### config.mk
export PLATFORM = sky130hd
export DESIGN_NAME = lsu
export DESIGN_NICKNAME = d
export VERILOG_FILES = /design/src/rtl/lsu.sv
export SDC_FILE = /design/constraint.sdc
export NUM_CORES = 1
export LEC_CHECK = 0
export ABC_AREA = 1
export BUFFER_PORTS_ARGS = -buffer_cell sky130_fd_sc_hd__buf_4
export CAP_MARGIN = 10
export CORE_MARGIN = 2
export CORE_UTILIZATION = 49
export CTS_CLUSTER_SIZE = 25
export DETAILED_ROUTE_END_ITERATION = 12
export PLACE_DENSITY = 0.8
export SKIP_CTS_REPAIR_TIMING = 1
export SLEW_MARGIN = 20
export SYNTH_ARGS = -nofsm -noshare
export SYNTH_HDL_FRONTEND = slang
export SYNTH_SLANG_ARGS = --single-unit
export TNS_END_PERCENT = 30
### constraint.sdc
create_clock -name clk -period 2 [get_ports clk]
set_input_delay 0.3 -clock clk [delete_from_list [all_inputs] [get_ports clk]]
set_output_delay 0.3 -clock clk [all_outputs]
set_load 0.1 [all_outputs]
### src/rtl/lsu.sv
// Load/store unit: turns one EX-stage memory op into a single data-memory
// request over a req/ack handshake, stalls upstream while it is in flight,
// and returns extended load data to writeback. Bad accesses are flagged on
// err and never reach memory.
module lsu #(
    parameter int TIMEOUT = 255
) (
    input  logic        clk,
    input  logic        reset,
    input  logic        valid_in,
    input  logic        mem_read,
    input  logic        mem_write,
    input  logic [2:0]  funct3,
    input  logic [31:0] alu_result,
    input  logic [31:0] store_data,
    input  logic [4:0]  rd,
    output logic        busy,
    output logic        dmem_req,
    output logic        dmem_we,
    output logic [31:0] dmem_addr,
    output logic [31:0] dmem_wdata,
    output logic [3:0]  dmem_be,
    input  logic [31:0] dmem_rdata,
    input  logic        dmem_ack,
    output logic        wb_valid,
    output logic [31:0] load_data,
    output logic [4:0]  rd_out,
    output logic        err
);

    typedef enum logic [1:0] {IDLE, WAIT, RESP} state_t;

    localparam logic [7:0] TIMEOUT_C = 8'(TIMEOUT);

    state_t      state_q, state_d;
    logic [7:0]  cnt_q, cnt_d;
    logic        req_q, req_d;
    logic        we_q, we_d;
    logic [31:0] addr_q, addr_d;
    logic [31:0] wdata_q, wdata_d;
    logic [3:0]  be_q, be_d;
    logic [2:0]  f3_q, f3_d;
    logic [1:0]  lane_q, lane_d;
    logic        load_q, load_d;
    logic [4:0]  rd_q, rd_d;
    logic        wb_valid_q, wb_valid_d;
    logic [31:0] load_data_q, load_data_d;
    logic [4:0]  rd_out_q, rd_out_d;
    logic        err_q, err_d;

    logic        bad_dir;
    logic        bad_f3;
    logic        misaligned;
    logic [3:0]  be_new;
    logic [31:0] wdata_new;
    logic [7:0]  byte_sel;
    logic [15:0] half_sel;
    logic [31:0] ext_data;

    // Decode the incoming op: legality checks, byte enables and replicated store data
    always_comb begin
        bad_dir    = mem_read ~^ mem_write;
        bad_f3     = (funct3 == 3'b011) || (funct3[2:1] == 2'b11) || (mem_write && funct3[2]);
        misaligned = ((funct3[1:0] == 2'b01) && alu_result[0]) ||
                     ((funct3[1:0] == 2'b10) && (alu_result[1:0] != 2'b00));
        be_new     = 4'b1111;
        wdata_new  = store_data;
        case (funct3[1:0])
            2'b00: begin
                be_new    = 4'b0001 << alu_result[1:0];
                wdata_new = {4{store_data[7:0]}};
            end
            2'b01: begin
                be_new    = alu_result[1] ? 4'b1100 : 4'b0011;
                wdata_new = {2{store_data[15:0]}};
            end
            default: begin
                be_new    = 4'b1111;
                wdata_new = store_data;
            end
        endcase
    end

    // Pick the addressed lane out of the returned word and extend it
    always_comb begin
        byte_sel = dmem_rdata[7:0];
        case (lane_q)
            2'd0:    byte_sel = dmem_rdata[7:0];
            2'd1:    byte_sel = dmem_rdata[15:8];
            2'd2:    byte_sel = dmem_rdata[23:16];
            default: byte_sel = dmem_rdata[31:24];
        endcase
        half_sel = lane_q[1] ? dmem_rdata[31:16] : dmem_rdata[15:0];
        case (f3_q)
            3'b000:  ext_data = {{24{byte_sel[7]}}, byte_sel};
            3'b100:  ext_data = {24'b0, byte_sel};
            3'b001:  ext_data = {{16{half_sel[15]}}, half_sel};
            3'b101:  ext_data = {16'b0, half_sel};
            default: ext_data = dmem_rdata;
        endcase
    end

    // Next-state and registered-output logic for the IDLE/WAIT/RESP sequence
    always_comb begin
        state_d     = state_q;
        cnt_d       = cnt_q;
        req_d       = req_q;
        we_d        = we_q;
        addr_d      = addr_q;
        wdata_d     = wdata_q;
        be_d        = be_q;
        f3_d        = f3_q;
        lane_d      = lane_q;
        load_d      = load_q;
        rd_d        = rd_q;
        wb_valid_d  = 1'b0;
        load_data_d = load_data_q;
        rd_out_d    = rd_out_q;
        err_d       = 1'b0;
        case (state_q)
            IDLE: begin
                if (valid_in) begin
                    if (bad_dir || bad_f3 || misaligned) begin
                        err_d = 1'b1;
                    end else begin
                        state_d = WAIT;
                        cnt_d   = 8'd0;
                        req_d   = 1'b1;
                        we_d    = mem_write;
                        addr_d  = {alu_result[31:2], 2'b00};
                        wdata_d = wdata_new;
                        be_d    = be_new;
                        f3_d    = funct3;
                        lane_d  = alu_result[1:0];
                        load_d  = mem_read;
                        rd_d    = rd;
                    end
                end
            end
            WAIT: begin
                if (dmem_ack) begin
                    state_d = RESP;
                    req_d   = 1'b0;
                    if (load_q) begin
                        wb_valid_d  = 1'b1;
                        load_data_d = ext_data;
                        rd_out_d    = rd_q;
                    end
                end else begin
                    cnt_d = cnt_q + 8'd1;
                    if (cnt_d == TIMEOUT_C) begin
                        state_d = IDLE;
                        req_d   = 1'b0;
                        err_d   = 1'b1;
                    end
                end
            end
            RESP: begin
                state_d = IDLE;
            end
            default: begin
                state_d = IDLE;
                req_d   = 1'b0;
            end
        endcase
    end

    // State and output registers; reset abandons any access in flight
    always_ff @(posedge clk) begin
        if (reset) begin
            state_q     <= IDLE;
            cnt_q       <= 8'd0;
            req_q       <= 1'b0;
            we_q        <= 1'b0;
            addr_q      <= 32'd0;
            wdata_q     <= 32'd0;
            be_q        <= 4'd0;
            f3_q        <= 3'd0;
            lane_q      <= 2'd0;
            load_q      <= 1'b0;
            rd_q        <= 5'd0;
            wb_valid_q  <= 1'b0;
            load_data_q <= 32'd0;
            rd_out_q    <= 5'd0;
            err_q       <= 1'b0;
        end else begin
            state_q     <= state_d;
            cnt_q       <= cnt_d;
            req_q       <= req_d;
            we_q        <= we_d;
            addr_q      <= addr_d;
            wdata_q     <= wdata_d;
            be_q        <= be_d;
            f3_q        <= f3_d;
            lane_q      <= lane_d;
            load_q      <= load_d;
            rd_q        <= rd_d;
            wb_valid_q  <= wb_valid_d;
            load_data_q <= load_data_d;
            rd_out_q    <= rd_out_d;
            err_q       <= err_d;
        end
    end

    assign busy       = (state_q != IDLE);
    assign dmem_req   = req_q;
    assign dmem_we    = we_q;
    assign dmem_addr  = addr_q;
    assign dmem_wdata = wdata_q;
    assign dmem_be    = be_q;
    assign wb_valid   = wb_valid_q;
    assign load_data  = load_data_q;
    assign rd_out     = rd_out_q;
    assign err        = err_q;

endmodule

==> results.md, run 1 <==
| Parameter | This run |
|:---|:---|
| Antenna Violating Nets Remaining | 0 |
| Post-route core utilization | 0.690 |
| Data arrival at the endpoint of the critical path | 2010 ps |
| Total Die Area | 12900 µm² |
| Antenna violations before repair | 0 |
| Number of search-and-repair iterations in the first detailed-routing pass | 6 |
| CTS Root Buffer Type | clkbuf_16 |
| Areal power density over the cells | 829 nW/µm² |
| Total GRT Usage | 0.266 |
| Final Cell Area | 8180 µm² |
| First-pass GRT wire length | 27.5 mm |
| CTS max path bufs | 2 |
| Via count of the first global-routing pass | 5721 |
| Count of synthesis-stage warnings from yosys | 0 |
| Crit-path cells | inv_2 -> nor2_1 -> nand2_1 -> nand4_2 -> o31ai_4 -> o21ai_0 -> inv_1 |
| DR iter-0 viols | 504 |
| Commonest cells after routing, fill and taps aside | buf_4 (226), nand2_1 (218), dfxtp_1 (128) |
| Die outline height | 114 µm |
| Fraction of the cycle the final worst path needs | 0.850 |
| Area of the core | 11900 µm² |
| Endpoint type of the worst setup path | flip-flop |
| Share of Yosys cell area claimed by the top area cell type | 0.436 |
| # clock sinks | 128 |
| Run status | complete, no violations |
| Worst reg2reg setup slack | 300 ps |
| Number of rows created at floorplan | 40 |
| Total gr overflow | 0 |
| Max capacitance violation total | 0 |
| Syn Area/Cell | 6.98 µm² |
| Largest clock skew in the final design | 8.27 ps |
| Type of origin of the critical path | flip-flop |
| Final critical path time including I/O delays and setup | 1700 ps |
| Maximum fanout along the worst path | 16 |
| Most common cell after layout, fill and taps aside | buf_4 |
| Overall routed net length | 17.3 mm |
| Pre-CTS worst setup slack | 204 ps |
| Transition time at the pin with the least slew margin | 587 ps |
| Via count | 6249 |
| H-tree depth | 4 |
| Worst ir drop on vdd | 0.000574 V |
| TritonCTS clock tree | yes |
| Data required time at the worst endpoint | 2310 ps |
| Routed vias/inst | 5.22 |
| Count of endpoints failing hold in the final timing report | 0 |
| Power consumption | 0.00678 W |
| Largest area contributor in the synthesized netlist | dfxtp_1 |
| Number of setup violations in the final report | 0 |
| Start point of the critical path | lane_q[1] |
| Area growth syn-to-layout | 39.1% |
| Synth Register Bits | 128 |
| Setup_tns | 0 ps |
| Instance area at placement | 7560 µm² |
| Worst setup path class | reg2reg |
| Boundary pin count | 220 |
| Final setup slack of the worst path | 300 ps |
| Width of the die | 114 µm |
| Initial core utilization | 0.496 |
| Maximum frequency from static timing analysis | 588 MHz |
| Routed wire length per instance | 14.5 µm |
| Cell Area, Synth | 5880 µm² |
| TritonCTS Buffers | 17 |
| Final-stage net count | 1150 |
| Reg2Reg Launch Point | lane_q[1] |
| Number of instances in the synthesized netlist | 843 |
| Hold_sp | store_data[19] |
| Top cells by area, synth | dfxtp_1 (44%), nand2_1 (14%), a21oi_1 (9.1%), nand3_1 (5.7%), nor2_1 (4.9%) |
| Slowest Stage Delay on Critical Path | 520 ps |
| Seq/Total Area, Yosys | 0.436 |
| Final estimated routing congestion in global placement | 0.845 |
| Latest clock arrival within the worst-skew pair | 420 ps |
| Post-DP HPWL | 12.3 mm |
| Slowest cell on crit path | dfxtp_1 |
| Fin. max-slew vios | 0 |
| Fill cell count | 1030 |
| Clk slew on worst S/H paths | 60 ps |
| DRC violation count after routing | 0 |
| # port buffers | 217 |
| Worst-case headroom to the max-slew limit | 0.609 |
| LEAKAGE | 3.74 nW |
| Fraction of layout cells with a size suffix above 1 | 0.276 |
| Hold Crit Class | in2reg |
| Number of unique standard cell types used by synthesis | 37 |
| RSZ-0062 raised after global routing | no |
| Number of diodes | 0 |
| Largest net degree at the start of global routing | 82 |
-- synth_stat cells, drive strengths merged --
cell      n
o21ai    62
buf      41
nand2   219
nand4     5
ha        2
clkbuf   16
nand3    73
o21bai    3
nor2     81
a21oi   107
nor3      3
mux2i     1
o22ai     2
dfxtp   128
or2       1
xnor2     1
conb      1
inv      77
a31o      8
o211ai    2
o21a      1
a211oi    2
o31ai     1
o221ai    4
a31oi     2
-- kinds of logic after synthesis --
logic type,share of synthesized area
AO/OA/AOI/OAI,0.179
XOR/XNOR,0.00149
adder cells (fa/ha/maj),0.00425
buffers and inverters,0.104
flip-flops,0.436
multiplexers,0.00170
other,0.000638
AND/OR/NAND/NOR,0.273
-- where the power goes --
| part | leakage, nW | switching, W | internal [W] |
|---|---|---|---|
| clock network | 0.296 | 0.00111 | 0.00205 |
| registers | 1.03 | 0.0000335 | 0.00260 |
| logic | 2.41 | 0.000683 | 0.000306 |
-- routing by layer --
metal  global-route usage  share of wire  wire length, µm  vias to the layer above
met4                0.122          0.026              453                        0
met3               0.0728          0.084             1450                       33
li1                     -              -                -                     3116
met5                    0              0                0                        -
met2                0.436           0.47             8210                      278
met1                0.327           0.42             7220                     2822
-- cell type report --
cell class / count / area (µm²) / share of cell area
clock inverters: 10 / 134 / 0.0164
inverters: 77 / 289 / 0.0353
repair buffers: 232 / 1820 / 0.222
clock buffers: 22 / 474 / 0.0580
flip-flops and latches: 128 / 2560 / 0.313
well taps: 147 / 184 / 0.0225
multi-input cells: 582 / 2720 / 0.333
-- final timing paths --
check / end / cells past startpoint
max: load_data[31] / 7
min: dmem_wdata[19] / 3
max reg2reg: load_data[31] / 7
min reg2reg: rd_q[3] / 2
-- state kept, by name, indices dropped and copies added, names as in the netlist --
register / cells
cnt_q: 8
dmem_addr: 30
dmem_be: 4
dmem_req: 1
dmem_wdata: 32
dmem_we: 1
err: 1
f3_q: 3
lane_q: 2
load_data: 32
load_q: 1
rd_out: 5
rd_q: 5
state_q: 2
wb_valid: 1
-- worst max-delay path: cells and delay by family (launching register included) --
kind / cells / cell delay, ps
DFF: 1 / 520
and+or+nand+nor: 3 / 460
AOI/OAI and AO/OA: 2 / 370
buffers and inverters: 2 / 240
-- through the flow --
stage | hold WS (ps) | std cells
2_1_floorplan | 420 | 844
4_1_cts | 135 | 1198
3_5_place_dp | 446 | 1166
3_3_place_gp | 439 | 1166
5_1_grt | 156 | 1198
6_report | 148 | 1198
No activity file was read; power rests on OpenSTA's default activity.
==> run 2: changes to the inputs <==
--- a/config.mk
+++ b/config.mk
@@ -9,10 +9,10 @@
 export BUFFER_PORTS_ARGS = -buffer_cell sky130_fd_sc_hd__buf_4
 export CAP_MARGIN = 10
 export CORE_MARGIN = 2
-export CORE_UTILIZATION = 49
+export CORE_UTILIZATION = 45
 export CTS_CLUSTER_SIZE = 25
 export DETAILED_ROUTE_END_ITERATION = 12
-export PLACE_DENSITY = 0.8
+export PLACE_DENSITY = 0.77
 export SKIP_CTS_REPAIR_TIMING = 1
 export SLEW_MARGIN = 20
 export SYNTH_ARGS = -nofsm -noshare
==> constraint.sdc (replaced) <==
create_clock -name clk -period 1.4 [get_ports clk]
set_input_delay 0.21 -clock clk [delete_from_list [all_inputs] [get_ports clk]]
set_output_delay 0.21 -clock clk [all_outputs]
set_load 0.1 [all_outputs]
==> run 2 against run 1 <==
Net effect:
- the flow now finishes with violations (negative setup slack)
- global-route usage is 1.2 points lower
- worst setup slack worse by 450 ps
- via count is 6.5% higher
- flip-flop and latch count stayed put
- clock skew is 0.52 ps lower
- critical path depth is 1 higher
- cell area is 13% higher
- clock-buffer cell count is 2 lower
- register-to-register slack worse by 450 ps
- power is 49% higher
- critical path type unchanged
- largest cell class unchanged
==> results.md, run 2 (synthesis gave the netlist of run 1 again) <==
| Parameter | This run | Change |
|:---|:---|:---|
| Run status | complete, but fails checks |  |
| Violated checks | negative setup slack |  |
| Transition time at the pin with the least slew margin | 514 ps | -72.8 ps |
| Pre-CTS worst setup slack | -195 ps | -400 ps |
| Number of standard cells in the layout, taps in and fillers out | 1292 | +7.8% |
| Internal Dissipation | 0.00735 W | +48% |
| Final Cell Area | 9260 µm² | +13% |
| Switching power as a share of total power | 0.273 | +0.00473 |
| Crit-path cells | nor2_1 -> bufinv_8 -> nor2_4 -> nand2_4 -> buf_12 -> buf_8 -> a31o_1 -> a21oi_2 |  |
| Fraction of layout cells with a size suffix above 1 | 0.380 | +0.104 |
| Post-DP HPWL | 13.1 mm | +6.7% |
| Clk slew on worst S/H paths | 60 ps | about the same |
| # port buffers | 217 | unchanged |
| Type of origin of the critical path | flip-flop |  |
| Area growth syn-to-layout | 57.4% |  |
| Data required time at the worst endpoint | 1750 ps | -560 ps |
| First-pass GRT wire length | 28.8 mm | +4.7% |
| Via count | 6656 | +6.5% |
| Overall routed net length | 19.9 mm | +15% |
| Die outline height | 118 µm | +4.2% |
| Worst-case headroom to the max-slew limit | 0.657 | +0.0486 |
| Width of the die | 118 µm | +4.2% |
| GR peak layer | met2 |  |
| RSZ-0062 raised after global routing | yes |  |
| Count of endpoints failing hold in the final timing report | 0 | unchanged |
| Number of search-and-repair iterations in the first detailed-routing pass | 5 | -1 |
| Final critical path time including I/O delays and setup | 1550 ps | -154 ps |
| Sequential group share of total power | 0.372 | -0.017 |
| Antenna Violating Nets Remaining | 0 | unchanged |
| Boundary pin count | 220 | unchanged |
| Power consumption | 0.0101 W | +49% |
| Share of total power in combinational logic | 0.165 | +0.019 |
| Areal power density over the cells | 1090 nW/µm² | +32% |
| Maximum frequency from static timing analysis | 647 MHz | +10% |
| Slowest Stage Delay on Critical Path | 310 ps | -210 ps |
| Met2 track demand over resource | 0.412 | -0.0237 |
| Final-stage net count | 1221 | +6.2% |
| DR iter-0 viols | 486 | -3.6% |
| Worst ir drop on vdd | 0.000826 V | +44% |
| Instance area at placement | 8050 µm² | +6.5% |
| Fraction of the cycle the final worst path needs | 1.10 | +0.254 |
| Number of diodes | 0 | unchanged |
| Antenna violations before repair | 0 | unchanged |
| LEAKAGE | 4.20 nW | +12% |
| CTS max path bufs | 2 | unchanged |
| Hold Crit Class | in2reg |  |
| Largest net degree at the start of global routing | 44 | -46% |
| Latest clock arrival within the worst-skew pair | 420 ps | about the same |
| Worst setup path class | reg2reg |  |
| Total Die Area | 14000 µm² | +8.6% |
| # clock sinks | 128 | unchanged |
| TritonCTS Buffers | 17 | unchanged |
| DRC violation count after routing | 0 | unchanged |
| Maximum fanout along the worst path | 9 | -7 |
| Net load switching power | 0.00277 W | +52% |
| Via count of the first global-routing pass | 5891 | +3.0% |
| Number of rows created at floorplan | 41 | +2.5% |
| Initial core utilization | 0.464 | -0.0317 |
| H-tree depth | 4 | unchanged |
| Largest clock skew in the final design | 7.75 ps | -0.524 ps |
| Total GRT Usage | 0.254 | -0.0123 |
| Endpoint type of the worst setup path | flip-flop |  |
| Area of the core | 12700 µm² | +6.8% |
| Final estimated routing congestion in global placement | 0.894 | +5.8% |
| Slowest cell on crit path | dfxtp_1 |  |
| Commonest cells after routing, fill and taps aside | buf_4 (274), nand2_1 (200), dfxtp_1 (121) |  |
| Max capacitance violation total | 0 | unchanged |
| Inst Count DP | 1246 | +6.9% |
| TritonCTS clock tree | yes |  |
| Final hold slack | 56.4 ps | -91.5 ps |
| Routed wire length per instance | 15.4 µm | +6.6% |
| Routed vias/inst | 5.15 | -1.2% |
| Number of setup violations in the final report | 87 | +87 |
| CTS Root Buffer Type | clkbuf_16 |  |
| Final setup slack of the worst path | -145 ps | -446 ps |
| Total gr overflow | 0 | unchanged |
| Met3 track utilization from global routing | 0.0883 | +0.0155 |
| Data arrival at the endpoint of the critical path | 1900 ps | -110 ps |
| Fin. max-slew vios | 0 | unchanged |
| Most common cell after layout, fill and taps aside | buf_4 |  |
| Clock Power Share | 0.463 | -0.002 |
| Met1 usage in global routing | 0.306 | -0.0203 |
## run 2: cell types whose count changed in the layout (fill, tap and decap cells not counted), sizes merged
| cell | previous run | this run |
|---|---|---|
| clkinv | 5 | 4 |
| bufinv | 3 | 5 |
| clkinvlp | 2 | 3 |
| inv | 77 | 75 |
| o31ai | 1 | 2 |
| buf | 232 | 300 |
## run 2: worst max-delay path, delay by kind of cell (launching register included)
kind / cells / cell delay (ps)
buf+inv: 3 / 480
flops: 1 / 310
simple gates: 3 / 360
compound gates: 2 / 320
## run 2: stage by stage
stage | TNS [ps] | util
global placement | -3700 | 0.636
CTS | -4910 | 0.684
global route | -12250 | 0.731
finish | -5250 | 0.731
detailed placement | -6230 | 0.636
floorplan | 0 | -
## run 2: path summary, 6_finish.rpt
kind,startpoint,endpoint,slack [ps],cells after the start
setup / recovery,state_q[0],dmem_wdata[24],-150,8
setup reg to reg,state_q[0],dmem_wdata[24],-150,8
hold / removal,store_data[18],dmem_wdata[18],60,3
hold reg to reg,dmem_addr[28],dmem_addr[28],460,2
## run 2: power by group through the flow
stage / logic, W / registers (W) / clock network [W]
detailed placement: 0.00152 / 0.00384 / 0
floorplan: 0.000499 / 0.00427 / 0
global route: 0.00176 / 0.00377 / 0.00490
finish: 0.00167 / 0.00376 / 0.00469
global placement: 0.00151 / 0.00384 / 0
CTS: 0.00153 / 0.00376 / 0.00470
## run 2: cell type report
cell class	count	area [µm²]
inverters	77	320
repair buffers	302	2490
well taps	172	215
clock inverters	10	161
flip-flops and latches	128	2580
fillers	965	3410
multi-input cells	583	3030
clock buffers	20	457
## run 2: metal layers
layer	wire, µm	up-vias
met5	0	-
met4	585	0
met3	1690	49
met2	9670	310
met1	7990	3022
li1	-	3275
